==> config.mk <==
export PLATFORM = sky130hd
export DESIGN_NAME = vga_display_controller_flat
export DESIGN_NICKNAME = d
export VERILOG_FILES = /design/src/rtl/vga_display_controller_if.sv /design/src/rtl/vga_display_controller.sv /design/src/flat_wrapper.sv
export SDC_FILE = /design/constraint.sdc
export NUM_CORES = 1
export LEC_CHECK = 0
export ABC_AREA = 0
export CORE_UTILIZATION = 30
export DETAILED_ROUTE_END_ITERATION = 10
export PLACE_DENSITY = 0.57
export SLEW_MARGIN = 20
export SYNTH_ARGS = -nofsm -noshare
export SYNTH_HDL_FRONTEND = slang
export SYNTH_SLANG_ARGS = --single-unit
==> constraint.sdc <==
create_clock -name vga_clk -period 10.3 [get_ports vga_clk]
set_input_delay 2.06 -clock vga_clk [delete_from_list [all_inputs] [get_ports vga_clk]]
set_output_delay 2.06 -clock vga_clk [all_outputs]
set_load 0.01 [all_outputs]
==> src/rtl/vga_display_controller_if.sv <==
`default_nettype none
// +------------------------------------------------------------------+
// | vga_display_controller_if                                        |
// | Pixel fetch bus between the raster controller and a pixel source |
// | Rev 1.0                                                          |
// +------------------------------------------------------------------+
interface vga_display_controller_if #(
  parameter int COLOR_BITS = 8
);
  logic                      pixel_req;
  logic [10:0]               next_pixel_h;
  logic [10:0]               next_pixel_v;
  logic [31:0]               next_pixel_addr;
  logic [3*COLOR_BITS-1:0]   pixel;

  modport master (
    output pixel_req, next_pixel_h, next_pixel_v, next_pixel_addr,
    input  pixel
  );

  modport slave (
    input  pixel_req, next_pixel_h, next_pixel_v, next_pixel_addr,
    output pixel
  );
endinterface
`default_nettype wire

==> src/rtl/vga_display_controller.sv <==
`default_nettype none
// +------------------------------------------------------------------+
// | vga_display_controller                                           |
// | Parametrised raster timing, fetch-latency alignment, output mux  |
// | Rev 1.0                                                          |
// +------------------------------------------------------------------+
module vga_display_controller #(
  parameter int H_VISIBLE     = 640,
  parameter int H_FRONT       = 16,
  parameter int H_SYNC        = 96,
  parameter int H_BACK        = 48,
  parameter int V_VISIBLE     = 480,
  parameter int V_FRONT       = 10,
  parameter int V_SYNC        = 2,
  parameter int V_BACK        = 33,
  parameter int HS_POL        = 0,
  parameter int VS_POL        = 0,
  parameter int COLOR_BITS    = 8,
  parameter int FETCH_LATENCY = 1
) (
  input  logic                     vga_clk,
  input  logic                     reset,
  input  logic [1:0]               mode,
  input  logic [3*COLOR_BITS-1:0]  border_color,
  vga_display_controller_if.master fetch,
  output logic                     frame_start,
  output logic                     blank_n,
  output logic                     HS,
  output logic                     VS,
  output logic [COLOR_BITS-1:0]    red,
  output logic [COLOR_BITS-1:0]    green,
  output logic [COLOR_BITS-1:0]    blue
);

  localparam int          c_H_TOTAL = H_VISIBLE + H_FRONT + H_SYNC + H_BACK;
  localparam int          c_V_TOTAL = V_VISIBLE + V_FRONT + V_SYNC + V_BACK;
  localparam logic [10:0] c_H_LAST  = 11'(c_H_TOTAL - 1);
  localparam logic [10:0] c_V_LAST  = 11'(c_V_TOTAL - 1);
  localparam logic [10:0] c_BAR_W   = 11'((H_VISIBLE >= 8) ? (H_VISIBLE / 8) : 1);
  localparam logic        c_HS_ACT  = (HS_POL != 0);
  localparam logic        c_VS_ACT  = (VS_POL != 0);
  localparam int          c_DW      = 26;

  logic [10:0]             r_h;
  logic [10:0]             r_v;
  logic [1:0]              r_mode_active;
  logic                    w_origin;
  logic                    w_vis;
  logic                    w_hs_act;
  logic                    w_vs_act;
  logic                    w_fs;
  logic [c_DW-1:0]         w_tap0;
  logic [c_DW-1:0]         w_tapd;
  logic                    w_vis_d;
  logic                    w_hs_d;
  logic                    w_vs_d;
  logic                    w_fs_d;
  logic [10:0]             w_hd;
  logic [10:0]             w_vd;
  logic [1:0]              w_mode_use;
  logic [10:0]             w_bar_raw;
  logic [2:0]              w_bar;
  logic                    w_edge;
  logic [3*COLOR_BITS-1:0] w_rgb;

  always_ff @(posedge vga_clk or negedge reset) begin
    if (!reset) begin
      r_h <= '0;
      r_v <= '0;
    end else if (r_h == c_H_LAST) begin
      r_h <= '0;
      r_v <= (r_v == c_V_LAST) ? 11'd0 : r_v + 11'd1;
    end else begin
      r_h <= r_h + 11'd1;
    end
  end

  assign w_origin = (r_h == 11'd0) && (r_v == 11'd0);
  assign w_vis    = (r_h < 11'(H_VISIBLE)) && (r_v < 11'(V_VISIBLE));
  assign w_hs_act = (r_h >= 11'(H_VISIBLE + H_FRONT)) && (r_h < 11'(H_VISIBLE + H_FRONT + H_SYNC));
  assign w_vs_act = (r_v >= 11'(V_VISIBLE + V_FRONT)) && (r_v < 11'(V_VISIBLE + V_FRONT + V_SYNC));
  assign w_fs     = w_origin && w_vis;

  assign fetch.pixel_req       = w_vis;
  assign fetch.next_pixel_h    = r_h;
  assign fetch.next_pixel_v    = r_v;
  assign fetch.next_pixel_addr = w_vis ? (32'(r_v) * 32'(H_VISIBLE) + 32'(r_h)) : 32'd0;

  // Mode only changes at the frame origin so a frame never mixes modes.
  always_ff @(posedge vga_clk or negedge reset) begin
    if (!reset) begin
      r_mode_active <= 2'd0;
    end else if (w_origin) begin
      r_mode_active <= mode;
    end
  end

  assign w_tap0 = {w_vis, w_hs_act, w_vs_act, w_fs, r_h, r_v};

  generate
    if (FETCH_LATENCY == 0) begin : g_no_delay
      assign w_tapd = w_tap0;
    end else begin : g_delay
      logic [c_DW-1:0] r_dly [FETCH_LATENCY];
      always_ff @(posedge vga_clk or negedge reset) begin
        if (!reset) begin
          for (int i = 0; i < FETCH_LATENCY; i++) r_dly[i] <= '0;
        end else begin
          r_dly[0] <= w_tap0;
          for (int i = 1; i < FETCH_LATENCY; i++) r_dly[i] <= r_dly[i-1];
        end
      end
      assign w_tapd = r_dly[FETCH_LATENCY-1];
    end
  endgenerate

  assign {w_vis_d, w_hs_d, w_vs_d, w_fs_d, w_hd, w_vd} = w_tapd;

  // Without a delay line the origin pixel is coloured in the same clock that samples mode.
  assign w_mode_use = ((FETCH_LATENCY == 0) && w_fs_d) ? mode : r_mode_active;
  assign w_bar_raw  = w_hd / c_BAR_W;
  assign w_bar      = (w_bar_raw > 11'd7) ? 3'd7 : w_bar_raw[2:0];
  assign w_edge     = (w_hd == 11'd0) || (w_hd == 11'(H_VISIBLE - 1)) ||
                      (w_vd == 11'd0) || (w_vd == 11'(V_VISIBLE - 1));

  always_comb begin
    w_rgb = '0;
    if (w_vis_d) begin
      case (w_mode_use)
        2'd0:    w_rgb = fetch.pixel;
        2'd1:    w_rgb = {{COLOR_BITS{~w_bar[1]}}, {COLOR_BITS{~w_bar[2]}}, {COLOR_BITS{~w_bar[0]}}};
        2'd2:    w_rgb = w_edge ? border_color : fetch.pixel;
        default: w_rgb = '0;
      endcase
    end
  end

  always_ff @(posedge vga_clk or negedge reset) begin
    if (!reset) begin
      blank_n     <= 1'b0;
      frame_start <= 1'b0;
      HS          <= ~c_HS_ACT;
      VS          <= ~c_VS_ACT;
      red         <= '0;
      green       <= '0;
      blue        <= '0;
    end else begin
      blank_n     <= w_vis_d;
      frame_start <= w_fs_d;
      HS          <= w_hs_d ? c_HS_ACT : ~c_HS_ACT;
      VS          <= w_vs_d ? c_VS_ACT : ~c_VS_ACT;
      {red, green, blue} <= w_rgb;
    end
  end

endmodule
`default_nettype wire

==> src/flat_wrapper.sv <==
// flat-port wrapper written by rule: the top's interface ports become plain ports
module vga_display_controller_flat 
#(
  parameter int H_VISIBLE     = 640,
  parameter int H_FRONT       = 16,
  parameter int H_SYNC        = 96,
  parameter int H_BACK        = 48,
  parameter int V_VISIBLE     = 480,
  parameter int V_FRONT       = 10,
  parameter int V_SYNC        = 2,
  parameter int V_BACK        = 33,
  parameter int HS_POL        = 0,
  parameter int VS_POL        = 0,
  parameter int COLOR_BITS    = 8,
  parameter int FETCH_LATENCY = 1
)
  (vga_clk, reset, mode, border_color, frame_start, blank_n, HS, VS, red, green, blue, fetch_pixel_req, fetch_next_pixel_h, fetch_next_pixel_v, fetch_next_pixel_addr, fetch_pixel);
  vga_display_controller_if #(.COLOR_BITS(COLOR_BITS)) fetch_i ();
  input  logic vga_clk;
  input  logic reset;
  input  logic [1:0] mode;
  input  logic [3*COLOR_BITS-1:0] border_color;
  output logic frame_start;
  output logic blank_n;
  output logic HS;
  output logic VS;
  output logic [COLOR_BITS-1:0] red;
  output logic [COLOR_BITS-1:0] green;
  output logic [COLOR_BITS-1:0] blue;
  output wire logic [$bits(fetch_i.pixel_req)-1:0] fetch_pixel_req;
  output wire logic [$bits(fetch_i.next_pixel_h)-1:0] fetch_next_pixel_h;
  output wire logic [$bits(fetch_i.next_pixel_v)-1:0] fetch_next_pixel_v;
  output wire logic [$bits(fetch_i.next_pixel_addr)-1:0] fetch_next_pixel_addr;
  input wire logic [$bits(fetch_i.pixel)-1:0] fetch_pixel;
  assign fetch_pixel_req = fetch_i.pixel_req;
  assign fetch_next_pixel_h = fetch_i.next_pixel_h;
  assign fetch_next_pixel_v = fetch_i.next_pixel_v;
  assign fetch_next_pixel_addr = fetch_i.next_pixel_addr;
  assign fetch_i.pixel = fetch_pixel;
  vga_display_controller #(.H_VISIBLE(H_VISIBLE), .H_FRONT(H_FRONT), .H_SYNC(H_SYNC), .H_BACK(H_BACK), .V_VISIBLE(V_VISIBLE), .V_FRONT(V_FRONT), .V_SYNC(V_SYNC), .V_BACK(V_BACK), .HS_POL(HS_POL), .VS_POL(VS_POL), .COLOR_BITS(COLOR_BITS), .FETCH_LATENCY(FETCH_LATENCY)) u_core (.vga_clk(vga_clk), .reset(reset), .mode(mode), .border_color(border_color), .fetch(fetch_i), .frame_start(frame_start), .blank_n(blank_n), .HS(HS), .VS(VS), .red(red), .green(green), .blue(blue));
endmodule
==> impl_metrics.env <==
export IMPL_antenna_found_initial=0
export IMPL_max_vdd_ir_drop_uv=71.9
export IMPL_path_delay_family="adder cells"
export IMPL_crit_fanout=9
export IMPL_num_vias=3953
export IMPL_dieArea_um2=16100
export IMPL_cts_inserted_buffers=9
export IMPL_port_buffers=123
export IMPL_rrSetupSlack_ps=7730
export IMPL_detailed_place_hpwl_mm=9.05
export IMPL_min_period_ps=5910
export IMPL_grt_remaining_overflow=0
export IMPL_synth_distinct_cells=65
export IMPL_finalHoldViolCount=0
export IMPL_hp_start="u_core.g_delay.r_dly[23]"
export IMPL_timing_critical_path_buf_inv=2
export IMPL_reg2reg_depth=6
export IMPL_track_usage_pct=15.3
export IMPL_cts_root_buf="clkbuf_16"
export IMPL_nNetsFinal=679
export IMPL_rr_startpoint="u_core.g_delay.r_dly[17]"
export IMPL_max_slew_margin_pct=37.5
export IMPL_timing_rr_end="u_core.blue[6]"
export IMPL_cts_setup_buffers=0
export IMPL_crit_type="register to output pin"
export IMPL_slowest_stage="clkdlybuf4s50_1"
export IMPL_drc=0
export IMPL_max_slew_worst_pin_slew_ps=938
export IMPL_initial_core_util_pct=30.8
export IMPL_startpoint_type="register"
export IMPL_tritoncts="done"
export IMPL_grt_pass1_wl_mm=19.7
export IMPL_worst_skew_pair_late_latency_ps=330
export IMPL_clock_sinks=78
export IMPL_syn_to_final_growth_pct=34.7
export IMPL_place_congestion=0.840
export IMPL_yosysSeqAreaShare_pct=41.7
export IMPL_finalSetupViolCount=0
export IMPL_core_area_um2=15200
export IMPL_maxCapViolations=0
export IMPL_crit_top_cell="ha_1"
export IMPL_slew_viol_final=0
export IMPL_finalSetupTns_ps=0
export IMPL_max_freq_mhz=169
export IMPL_drive_above_1_share_pct=5.79
export IMPL_finClkSkew_ps=5.75
export IMPL_antennaDiodeCount=0
export IMPL_synth_main_ff_cell="dfrtp_1"
export IMPL_arrival_ps=3850
export IMPL_postCtsHoldBufs=0
export IMPL_worstHoldPathType="register to register"
export IMPL_grt_pass1_vias=3947
export IMPL_synth_edff_count=0
export IMPL_clk_pin_slew_worst_paths_ps=60
export IMPL_wl_per_cell_um=15.2
export IMPL_cp_slowest_stage_delay_ps=560
export IMPL_avgSynthCellArea_um2=9.75
export IMPL_drtAntennaViolNets=0
export IMPL_grt_max_degree=79
export IMPL_critical_path_required_ps=8240
export IMPL_power_density_nw_per_um2=107
export IMPL_drt_iter0_drc=188
export IMPL_die_h_um=127
export IMPL_crit_chain="ha_1, ha_1, inv_1, fa_1, nor2b_1, o22ai_1, xnor2_2, nand3_1, nor4_1, mux2i_1, clkdlybuf4s50_1"
export IMPL_p_leak_nw=2.79
export IMPL_htreeDepth=3
export IMPL_drtPass1Iterations=5
export IMPL_layout_setup_ws_ps=4390
export IMPL_hold_end="u_core.VS"
export IMPL_drt_wl_total_mm=12.0
export IMPL_n_fill_cell=1472
export IMPL_clockBufferDepth=2
export IMPL_min_path_cells=1
export IMPL_rsz0062_at_grt="false"
export IMPL_pin_count=135
export IMPL_critPathCaptureType="output pin"
export IMPL_dp_slack_ps=4720
export IMPL_ys_ff_latch=78
export IMPL_status="finished, final reports clean"
export IMPL_rows=45
export IMPL_synth_area_um2=4690
export IMPL_cts_resized=0
export IMPL_die_w_um=127
export IMPL_cp_depth=11
export IMPL_fin_crit_sh_pct=57.4
export IMPL_yosys_warnings=0
export IMPL_synthArstFlopShare_pct=100
export IMPL_syn_inst=481
export IMPL_viasPerCell=4.99
where the power goes:
group | total, mW | switching [mW] | internal [mW]
Sequential | 0.318 | 0.00292 | 0.315
Clock | 0.286 | 0.123 | 0.163
Combinational | 0.0690 | 0.0296 | 0.0394
Total | 0.673 | 0.155 | 0.518
per-layer routing:
layer / vias to the layer above / part of all wire, % / GRT usage (%)
met3: 16 / 7.6 / 4.69
li1: 1952 / - / -
met1: 1835 / 46 / 19.5
met4: 0 / 1.8 / 5.46
met5: - / 0 / 0
met2: 150 / 45 / 24.5
metrics by stage:
step / instances / hold WS, ps / cell area (µm²) / total power, mW / utilization [%]
CTS: 792 / 354 / 6320 / 0.684 / 41.5
global route: 792 / 363 / 6320 / 0.706 / 41.5
floorplan: 491 / 331 / 4730 / 0.350 / -
detailed placement: 776 / 345 / 6040 / 0.394 / 39.7
global placement: 776 / 335 / 6040 / 0.393 / 39.7
finish: 792 / 351 / 6320 / 0.673 / 41.5
Yosys cell counts, types with 3 or more instances:
library cell / count / area [µm²]
nor3_1: 14 / 70.1
nor3b_1: 5 / 37.5
ha_1: 26 / 325
xnor2_1: 14 / 123
a31oi_1: 3 / 18.8
xor2_1: 12 / 105
buf_4: 11 / 82.6
and3_1: 5 / 31.3
o21a_1: 14 / 105
o21ai_0: 15 / 75.1
a21oi_1: 16 / 80.1
nor4b_1: 3 / 26.3
nor2_1: 35 / 131
or4_1: 7 / 52.6
buf_2: 3 / 15.0
and2_1: 11 / 68.8
inv_1: 16 / 60.1
o221ai_1: 3 / 26.3
o211ai_1: 4 / 30.0
o21ai_1: 29 / 145
nand2b_1: 5 / 31.3
mux2_2: 4 / 45.0
mux2i_1: 19 / 190
a21o_1: 5 / 37.5
nand4_1: 9 / 56.3
nand3_1: 23 / 115
clkbuf_1: 11 / 41.3
nor2b_1: 10 / 62.6
nor4_1: 7 / 43.8
dfrtp_1: 76 / 1900
nand2_1: 23 / 86.3
state kept, by name (all words and copies together) (netlist names):
register	cells
u_core.VS	1
u_core.HS	1
u_core.g_delay.r_dly	26
u_core.red	8
u_core.blue	8
u_core.blank_n	1
u_core.fetch.next_pixel_h	11
u_core.fetch.next_pixel_v	11
u_core.frame_start	1
u_core.r_mode_active	2
u_core.green	8
cell usage in the layout (no fill, tap or decap), drive strengths merged, types with 3 or more instances in the layout:
cell type        n
nand2b           5
o211ai           4
nand3           23
nand4            9
or2              4
mux2i           19
nor3b            5
dfrtp           76
or3              3
and2            11
clkinvlp         3
mux2             4
clkinv           4
nor4b            3
a21oi           16
a31oi            4
o21ai           44
ha              26
or4              7
clkdlybuf4s50  122
inv             18
nor2b           10
o221ai           3
conb            11
clkbuf           9
xnor2           15
nand2           24
nor3            14
o21a            14
xor2            12
and3             5
nor2            35
nor4             8
a21o             5
worst max-delay path by stage:
| stage | slack [ps] | from | end |
|---|---|---|---|
| detailed placement | 4720 | u_core.fetch.next_pixel_v[1] | fetch_next_pixel_addr[19] |
| finish | 4390 | u_core.fetch.next_pixel_v[1] | fetch_next_pixel_addr[19] |
| global placement | 4890 | u_core.fetch.next_pixel_v[1] | fetch_next_pixel_addr[19] |
| global route | 4160 | u_core.fetch.next_pixel_v[5] | fetch_next_pixel_addr[19] |
| CTS | 4340 | u_core.fetch.next_pixel_v[1] | fetch_next_pixel_addr[19] |
| floorplan | 5410 | u_core.fetch.next_pixel_v[1] | fetch_next_pixel_addr[20] |
cell families (layout without fill, tap and decap cells):
| logic type | after synthesis | count (layout) | share of synthesized area, % |
|---|---|---|---|
| buffers and inverters | 44 | 157 | 4.64 |
| DFF | 78 | 78 | 41.7 |
| and+or+nand+nor | 175 | 175 | 21.1 |
| xor gates and xnor gates | 27 | 27 | 5.20 |
| adders and majority gates | 28 | 28 | 7.79 |
| muxes | 23 | 23 | 5.02 |
| other | 1 | 11 | 0.0800 |
| AOI/OAI and AO/OA | 105 | 105 | 14.5 |
final cells by class:
cell class | count | area (µm²) | share of cell area, %
multi-input cells | 369 | 2550 | 40.5
clock inverters | 7 | 50.0 | 0.792
flip-flops and latches | 78 | 1950 | 30.9
clock buffers | 9 | 225 | 3.57
repair buffers | 123 | 1230 | 19.5
inverters | 18 | 67.6 | 1.07
well taps | 188 | 235 | 3.72
Note: power is estimated with default switching activity, not from simulation.
